### src/rtl/rr_decode_arbiter_if.sv
// Request/grant bundle between the requesters and the round-robin arbiter.
//   en       : global arbiter enable (requester side drives)
//   req[7:0] : per-requester request lines (requester side drives)
//   gnt_vld  : a grant is currently active (arbiter drives)
//   gnt_idx  : index of the current or most recent owner (arbiter drives)
//   gnt[7:0] : one-hot decode of gnt_idx, zero when no grant (arbiter drives)
//   timeout  : one-cycle pulse when a grant is revoked by the hold limit
//   busy     : arbiter is in its owned state (same as gnt_vld)
interface rr_decode_arbiter_if;
    logic       en;
    logic [7:0] req;
    logic       gnt_vld;
    logic [2:0] gnt_idx;
    logic [7:0] gnt;
    logic       timeout;
    logic       busy;

    modport master (
        output en, req,
        input  gnt_vld, gnt_idx, gnt, timeout, busy
    );

    modport slave (
        input  en, req,
        output gnt_vld, gnt_idx, gnt, timeout, busy
    );
endinterface

### src/rtl/rr_decode_arbiter.sv
// Round-robin arbiter sharing one resource among 8 requesters, with a
// bounded hold time and a 3-to-8 decoded grant vector.
//   clk   : system clock, rising edge
//   rst_n : asynchronous active-low reset
//   bus   : rr_decode_arbiter_if.slave (en, req in; gnt_vld, gnt_idx,
//           gnt, timeout, busy out)
// HOLD_MAX : maximum consecutive grant cycles, 0 disables the limit
// CW       : hold-counter width, HOLD_MAX must fit in CW bits
module rr_decode_arbiter #(
    parameter int unsigned HOLD_MAX = 15,
    parameter int unsigned CW       = 4
) (
    input  logic             clk,
    input  logic             rst_n,
    rr_decode_arbiter_if.slave bus
);

    localparam int unsigned IW        = 3;
    localparam bit          HOLD_EN   = (HOLD_MAX != 0);
    localparam logic [CW-1:0] HOLD_LAST = CW'(HOLD_MAX - 1);

    typedef enum logic {
        IDLE = 1'b0,
        OWN  = 1'b1
    } state_t;

    state_t          state_q, state_d;
    logic [IW-1:0]   idx_q, idx_d;
    logic [IW-1:0]   last_q, last_d;
    logic [CW-1:0]   cnt_q, cnt_d;
    logic            timeout_q, timeout_d;

    logic [IW-1:0]   win_c;
    logic [IW-1:0]   cand_c;
    logic            found_c;

    // First set request scanning last+1, last+2, ... with wrap-around.
    always_comb begin
        win_c   = last_q;
        cand_c  = '0;
        found_c = 1'b0;
        for (int i = 1; i <= 8; i++) begin
            cand_c = last_q + IW'(i);
            if (!found_c && bus.req[cand_c]) begin
                win_c   = cand_c;
                found_c = 1'b1;
            end
        end
    end

    // Next-state: grant in IDLE; in OWN exit on disable, release, then hold limit.
    always_comb begin
        state_d   = state_q;
        idx_d     = idx_q;
        last_d    = last_q;
        cnt_d     = cnt_q;
        timeout_d = 1'b0;
        case (state_q)
            IDLE: begin
                if (bus.en && found_c) begin
                    idx_d   = win_c;
                    last_d  = win_c;
                    cnt_d   = '0;
                    state_d = OWN;
                end
            end
            OWN: begin
                if (!bus.en) begin
                    state_d = IDLE;
                end else if (!bus.req[idx_q]) begin
                    state_d = IDLE;
                end else if (HOLD_EN && (cnt_q == HOLD_LAST)) begin
                    state_d   = IDLE;
                    timeout_d = 1'b1;
                end else begin
                    cnt_d = cnt_q + CW'(1);
                end
            end
            default: state_d = IDLE;
        endcase
    end

    // State and datapath registers.
    always_ff @(posedge clk or negedge rst_n) begin
        if (!rst_n) begin
            state_q   <= IDLE;
            idx_q     <= '0;
            last_q    <= IW'(7);
            cnt_q     <= '0;
            timeout_q <= 1'b0;
        end else begin
            state_q   <= state_d;
            idx_q     <= idx_d;
            last_q    <= last_d;
            cnt_q     <= cnt_d;
            timeout_q <= timeout_d;
        end
    end

    // Outputs are the registers themselves or decodes of them.
    assign bus.gnt_vld = (state_q == OWN);
    assign bus.busy    = (state_q == OWN);
    assign bus.gnt_idx = idx_q;
    assign bus.gnt     = (state_q == OWN) ? (8'b1 << idx_q) : 8'h00;
    assign bus.timeout = timeout_q;

endmodule

### src/flat_wrapper.sv
// flat-port wrapper written by rule: the top's interface ports become plain ports
module rr_decode_arbiter_flat 
#(
    parameter int unsigned HOLD_MAX = 15,
    parameter int unsigned CW       = 4
)
  (clk, rst_n, bus_en, bus_req, bus_gnt_vld, bus_gnt_idx, bus_gnt, bus_timeout, bus_busy);
  rr_decode_arbiter_if bus_i ();
  input  logic clk;
  input  logic rst_n;
  input wire logic [$bits(bus_i.en)-1:0] bus_en;
  input wire logic [$bits(bus_i.req)-1:0] bus_req;
  output wire logic [$bits(bus_i.gnt_vld)-1:0] bus_gnt_vld;
  output wire logic [$bits(bus_i.gnt_idx)-1:0] bus_gnt_idx;
  output wire logic [$bits(bus_i.gnt)-1:0] bus_gnt;
  output wire logic [$bits(bus_i.timeout)-1:0] bus_timeout;
  output wire logic [$bits(bus_i.busy)-1:0] bus_busy;
  assign bus_i.en = bus_en;
  assign bus_i.req = bus_req;
  assign bus_gnt_vld = bus_i.gnt_vld;
  assign bus_gnt_idx = bus_i.gnt_idx;
  assign bus_gnt = bus_i.gnt;
  assign bus_timeout = bus_i.timeout;
  assign bus_busy = bus_i.busy;
  rr_decode_arbiter #(.HOLD_MAX(HOLD_MAX), .CW(CW)) u_core (.clk(clk), .rst_n(rst_n), .bus(bus_i));
endmodule
### config.mk
export PLATFORM = sky130hd
export DESIGN_NAME = rr_decode_arbiter_flat
export DESIGN_NICKNAME = d
export VERILOG_FILES = /design/src/rtl/rr_decode_arbiter_if.sv /design/src/rtl/rr_decode_arbiter.sv /design/src/flat_wrapper.sv
export SDC_FILE = /design/constraint.sdc
export NUM_CORES = 1
export LEC_CHECK = 0
export ABC_AREA = 1
export BUFFER_PORTS_ARGS = -buffer_cell sky130_fd_sc_hd__buf_2
export CORE_MARGIN = 2
export CORE_UTILIZATION = 55
export DETAILED_ROUTE_END_ITERATION = 6
export PLACE_DENSITY = 0.78
export REMOVE_ABC_BUFFERS = 1
export SLEW_MARGIN = 20
export SYNTH_ARGS = -nofsm -noshare
export SYNTH_HDL_FRONTEND = slang
export SYNTH_SLANG_ARGS = --single-unit
### constraint.sdc
create_clock -name clk -period 3 [get_ports clk]
set_input_delay 0.45 -clock clk [delete_from_list [all_inputs] [get_ports clk]]
set_output_delay 0.45 -clock clk [all_outputs]
set_load 0.05 [all_outputs]
# Word level (Yosys, flattened, before mapping)
# Index checks and enable logic that the tools add are counted.
# word_totals
regBits,12
latch_bits,0
ramBits,0
rom_bits,0
input_bits,11
out_inout_bits,14
n_memories,0
# classes
n_addsub,8
multipliers,0
div,0
order_cmp,9
eq_ne,5
shift,1
mux,49
bitwise_logic,1
n_reduce_logical,17
# ops
op,n
3-bit by 4-bit less-than comparator with 1-bit output (second input constant),9
1-bit binary-select mux with 3-bit select,9
1-bit two-way mux,25
3-bit two-way mux,8
4-bit two-way mux,4
3-bit adder (second input constant),4
1-bit logical AND,8
8-bit two-way mux,1
4-bit one-hot mux with 2 select lines,1
1-bit by 3-bit << shifter with 8-bit output (first input constant),1
1-bit logical NOT,7
3-bit by 2-bit adder with 3-bit output (second input constant),2
2-bit != test (second input constant),3
4-bit by 1-bit adder with 4-bit output (second input constant),1
4-bit equality test (second input constant),1
4-bit AND reduction,1
3-bit by 1-bit adder with 3-bit output (second input constant),1
2-bit by 1-bit != test with 1-bit output (second input constant),1
1-bit one-hot mux with 2 select lines,1
2-bit AND reduction,1
1-bit NOT,1

# Logic depth before layout (Yosys ltp)
# depth
ltp_word,28
ltp_mapped,20
ltp_nobuf,18

# Worst setup path before layout
# OpenSTA, ideal clock, no wires.
# synth_timing
path_type,register to register
startpoint,register u_core.last_q[1]
endpoint,register u_core.cnt_q[0]
setup_ps,118
arrival_time_ps,2297
setup_slack_ps,585
stages_incl_launch_ff,17
period_less_slack_ps,2415
cell_sequence,dfstp_2 > buf_4 > inv_2 > ha_1 > buf_2 > inv_2 > nand3_1 > nand3_2 > nand2_4 > nor2_8 > nand4_4 > nor2_4 > nand3_2 > nand2_4 > nand2_4 > nand2_1 > o21ai_2
# synth_via
elab_chain_cells,28
elab_cells_between_ends,48
# synth_lines
item,line_no,text
start: declaration,rr_decode_arbiter.sv:29,"logic [IW-1:0] last_q, last_d;"
start signal: assignment,rr_decode_arbiter.sv:94,last_q <= last_d;
3-bit by 1-bit adder with 3-bit output,rr_decode_arbiter.sv:43,cand_c = last_q + IW'(i);
1-bit binary-select mux with 3-bit select,rr_decode_arbiter.sv:44,if (!found_c && bus.req[cand_c]) begin
1-bit two-way mux (implied by the code),rr_decode_arbiter.sv:44,
1-bit two-way mux,rr_decode_arbiter.sv:44,
1-bit logical NOT,rr_decode_arbiter.sv:44,
1-bit logical AND,rr_decode_arbiter.sv:44,
1-bit two-way mux,rr_decode_arbiter.sv:44,
1-bit logical NOT,rr_decode_arbiter.sv:44,
[... 12 more ...],n/a,
1-bit logical AND,rr_decode_arbiter.sv:44,
1-bit two-way mux,rr_decode_arbiter.sv:44,
1-bit logical NOT,rr_decode_arbiter.sv:44,
1-bit logical AND,rr_decode_arbiter.sv:44,
1-bit two-way mux (*),rr_decode_arbiter.sv:44,
1-bit logical AND (*),rr_decode_arbiter.sv:60,if (bus.en && found_c) begin
2-bit by 1-bit != test with 1-bit output (no line) (*),n/a,
4-bit AND reduction (no line) (*),n/a,
end signal: assignment,rr_decode_arbiter.sv:95,cnt_q <= cnt_d;
end: declaration,rr_decode_arbiter.sv:30,"logic [CW-1:0] cnt_q, cnt_d;"
# Mark *: on every way between the ends. The rest lies on a longest branch, timed or not. The select of a mux whose other input is x is not followed.
# A chain may end at the register's enable or synchronous reset.

# Final worst setup path
# layout_timing
startpoint,register u_core.last_q[0]
endpoint,register u_core.cnt_q[0]
# Same word-level chain as after synthesis.

==> flow_summary.rst <==
.. list-table::
   :header-rows: 1

   * - Metric
     - Value
   * - Number of H-tree branching levels
     - 1
   * - Startpoint Class
     - register
   * - Top area cells in the synthesized netlist
     - sky130_fd_sc_hd__nand2_1 (21%), sky130_fd_sc_hd__dfrtp_1 (15%), sky130_fd_sc_hd__nand3_1 (7.9%)
   * - Post-synthesis cell area
     - 1530 µm²
   * - Overall die area
     - 3210 µm²
   * - Post-route standard cell area excluding fillers
     - 1680 µm²
   * - Remaining max-slew budget at the tightest pin
     - 72.6%
   * - Arrival time of the worst setup path
     - 2.70 ns
   * - Async set or reset register ratio after synthesis
     - 100%
   * - Final antenna diode count
     - 0
   * - Width of the chip
     - 56.7 µm
   * - TritonCTS sink count
     - 12
   * - Kind of end point of the critical path
     - register
   * - Total routed wirelength
     - 3530 µm
   * - Initial core utilization
     - 56.8%
   * - Global-route wire length before repair
     - 6020 µm
   * - Number of nets at the end of the flow
     - 277
   * - Floorplan core area
     - 2690 µm²
   * - Worst hold margin
     - 0.0463 ns
   * - Area of combinational cells with multiple inputs
     - 1050 µm²
   * - Average wire length per cell after detail routing
     - 12.1 µm
   * - CTS Hold Bufs
     - 0
   * - Number of remaining DRC errors
     - 0
   * - Max-cap violations
     - 0
   * - Final TNS setup
     - 0 ns
   * - Highest achievable clock rate
     - 0.393 GHz
   * - Flip-flop cell with the highest count after synthesis
     - sky130_fd_sc_hd__dfrtp_1
   * - Root Buffer Master
     - sky130_fd_sc_hd__clkbuf_4
   * - Min Clock Period, post-route
     - 2.54 ns
   * - Non-filler instance count after layout
     - 292
   * - Post-route fraction of the period consumed by the critical path
     - 84.8%
   * - Overflow after GRT
     - 0
   * - Vias in the first global route
     - 1425
   * - DR vias/cell
     - 5.32
   * - Clock tree from TritonCTS
     - done
   * - Number of cells after detailed placement
     - 288
   * - Unrepaired setup endpoints after global routing
     - false
   * - Vertical die dimension
     - 56.7 µm
   * - Post-CTS clock slew at the launch and capture registers of the worst setup and hold paths
     - 0.07 ns
   * - Global placer's final weighted congestion
     - 0.985
   * - Start-to-end type of the worst setup path
     - register to register
   * - Row cnt
     - 19
   * - Via count of the routed design
     - 1553
   * - Slew of the pin with the lowest slew margin
     - 0.410 ns
   * - Clock buffers created by TritonCTS
     - 3
   * - Antenna-violating nets left
     - 0
   * - Post-Syn Area per Cell
     - 6.41 µm²
   * - Final setup violating endpoints
     - 0
   * - Library cells used by synthesis
     - 34
   * - Area growth from synthesis to layout
     - 10.0%
   * - Pin count of the biggest net entering global routing
     - 14
   * - Pre-Repair DR Iteration Count
     - 4
   * - Final hold violation count
     - 0
   * - Maximum buffer depth of the clock tree
     - 2
   * - Status
     - finished clean
   * - Largest area contributor in the netlist
     - sky130_fd_sc_hd__nand2_1
   * - Total track usage
     - 23.4%
   * - Placement Cell Area
     - 1640 µm²
   * - Clk_lat worst skew
     - 0.26 ns
   * - Fill cell count
     - 259
   * - HPWL Detailed
     - 2910 µm
   * - Fraction of the yosys area taken by sequential cells
     - 19.9%
   * - Number of antenna violations at the first check in global routing
     - 0
   * - Clock Skew
     - 0.000731 ns
   * - Req. time, crit path
     - 3.16 ns
   * - Fin. max-slew vios
     - 0
   * - Count of boundary I/O pins
     - 25
   * - Post-synth EDFFs
     - 0
   * - Violation count after the first detailed-route iteration
     - 71
   * - Quantity of I/O buffers inserted on ports
     - 24
   * - Number of synthesized register bits
     - 12
   * - Synthesized netlist cell count
     - 238
   * - Fraction of final layout cells with drive strength greater than 1
     - 26.8%
   * - Biggest fanout along the worst timing path
     - 13
   * - Ys Warns
     - 0
   * - Resize count post-CTS
     - 0
   * - Sequential cell area
     - 304 µm²
   * - Worst hold path class
     - input port to async pin
   * - Post-synth top area share
     - 20.9%
   * - Post-CTS repair timing setup buffer count
     - 0
-- cell type report --
type	instances	share of cell area (%)
Tap cell	31	2.31
Clock buffer	4	2.16
Timing Repair Buffer	26	8.05
Multi-Input combinational cell	188	62.4
Inverter	31	6.94
Sequential cell	12	18.1
-- flip-flops by register name, indices dropped and copies added, names as in the netlist --
name	cells
u_core.bus.busy	1
u_core.cnt_q	4
u_core.bus.timeout	1
u_core.last_q	3
u_core.bus.gnt_idx	3
-- per-layer routing --
layer | GRT usage [%] | vias up | part of all wire, %
met4 | 8.50 | 0 | 1.6
met3 | 2.07 | 6 | 3.0
met5 | 0 | - | 0
met1 | 31.7 | 719 | 47
li1 | - | 805 | -
met2 | 38.5 | 23 | 49
-- through the flow --
| stage | setup slack [ns] | utilization, % |
|---|---|---|
| after detailed placement | 0.469 | 61.1 |
| after CTS | 0.455 | 62.5 |
| after floorplan | 0.555 | - |
| final | 0.457 | 62.5 |
| after global placement | 0.538 | 61.1 |
| after global routing | 0.233 | 62.5 |
-- final timing paths --
kind / from / to / slack (ns) / cells past startpoint
min in group clk: u_core.last_q[2] / u_core.last_q[2] / 0.56 / 2
worst min register to register: u_core.last_q[2] / u_core.last_q[2] / 0.56 / 2
worst min-delay path: rst_n / u_core.cnt_q[0] / 0.05 / 1
worst max-delay path: u_core.last_q[0] / u_core.cnt_q[0] / 0.46 / 14
worst max register to register: u_core.last_q[0] / u_core.cnt_q[0] / 0.46 / 14
max in group asynchronous: rst_n / u_core.last_q[1] / 2.69 / 1
-- placed cells by master (no fill, tap or decap), types with 3 or more instances in the layout --
cell | synthesis | routed
sky130_fd_sc_hd__nand3_2 | 9 | 9
sky130_fd_sc_hd__nand3_1 | 24 | 24
sky130_fd_sc_hd__buf_2 | 1 | 24
sky130_fd_sc_hd__dfstp_2 | 3 | 3
sky130_fd_sc_hd__a31oi_1 | 3 | 3
sky130_fd_sc_hd__clkbuf_4 | 0 | 3
sky130_fd_sc_hd__inv_2 | 6 | 6
sky130_fd_sc_hd__nand2_1 | 85 | 85
sky130_fd_sc_hd__nand2_4 | 6 | 6
sky130_fd_sc_hd__nor2_1 | 23 | 23
sky130_fd_sc_hd__nand2_2 | 8 | 8
sky130_fd_sc_hd__inv_1 | 25 | 25
sky130_fd_sc_hd__ha_1 | 4 | 4
sky130_fd_sc_hd__nand4_1 | 4 | 4
sky130_fd_sc_hd__a21oi_1 | 3 | 3
sky130_fd_sc_hd__dfrtp_1 | 9 | 9
-- worst max-delay path, stage by stage, from the launching register on --
cell                      delay, ns
sky130_fd_sc_hd__dfstp_2       0.54
sky130_fd_sc_hd__inv_2         0.12
sky130_fd_sc_hd__ha_1          0.44
sky130_fd_sc_hd__inv_2         0.14
sky130_fd_sc_hd__nand3_1       0.13
sky130_fd_sc_hd__nand3_2       0.15
sky130_fd_sc_hd__nand2_4       0.09
sky130_fd_sc_hd__nor2_8        0.13
sky130_fd_sc_hd__nand4_4       0.10
sky130_fd_sc_hd__nor2_4        0.15
sky130_fd_sc_hd__nand3_2       0.10
sky130_fd_sc_hd__nand2_4       0.13
sky130_fd_sc_hd__nand2_4       0.09
sky130_fd_sc_hd__nand2_1       0.08
sky130_fd_sc_hd__o21ai_2       0.05
-- cells by family after synthesis --
family / share of synthesized area [%]
AOI/OAI and AO/OA: 6.48
xor gates and xnor gates: 2.79
adders and majority gates: 3.28
buffers and inverters: 11.4
DFF: 19.9
muxes: 0.656
and+or+nand+nor: 55.5
-- cell usage after synthesis, types with 3 or more instances --
cell type and n:
sky130_fd_sc_hd__nand3_1 24, sky130_fd_sc_hd__ha_1 4, sky130_fd_sc_hd__nand2_1 85, sky130_fd_sc_hd__dfrtp_1 9, sky130_fd_sc_hd__nand2_2 8, sky130_fd_sc_hd__nand3_2 9, sky130_fd_sc_hd__a31oi_1 3, sky130_fd_sc_hd__dfstp_2 3
sky130_fd_sc_hd__inv_1 25, sky130_fd_sc_hd__a21oi_1 3, sky130_fd_sc_hd__nor2_1 23, sky130_fd_sc_hd__inv_2 6, sky130_fd_sc_hd__buf_6 3, sky130_fd_sc_hd__nand2_4 6, sky130_fd_sc_hd__nand4_1 4
Power is left out: the tool's default activity adds up to more than one toggle a clock period on the data nets, which glitch-free logic cannot reach.
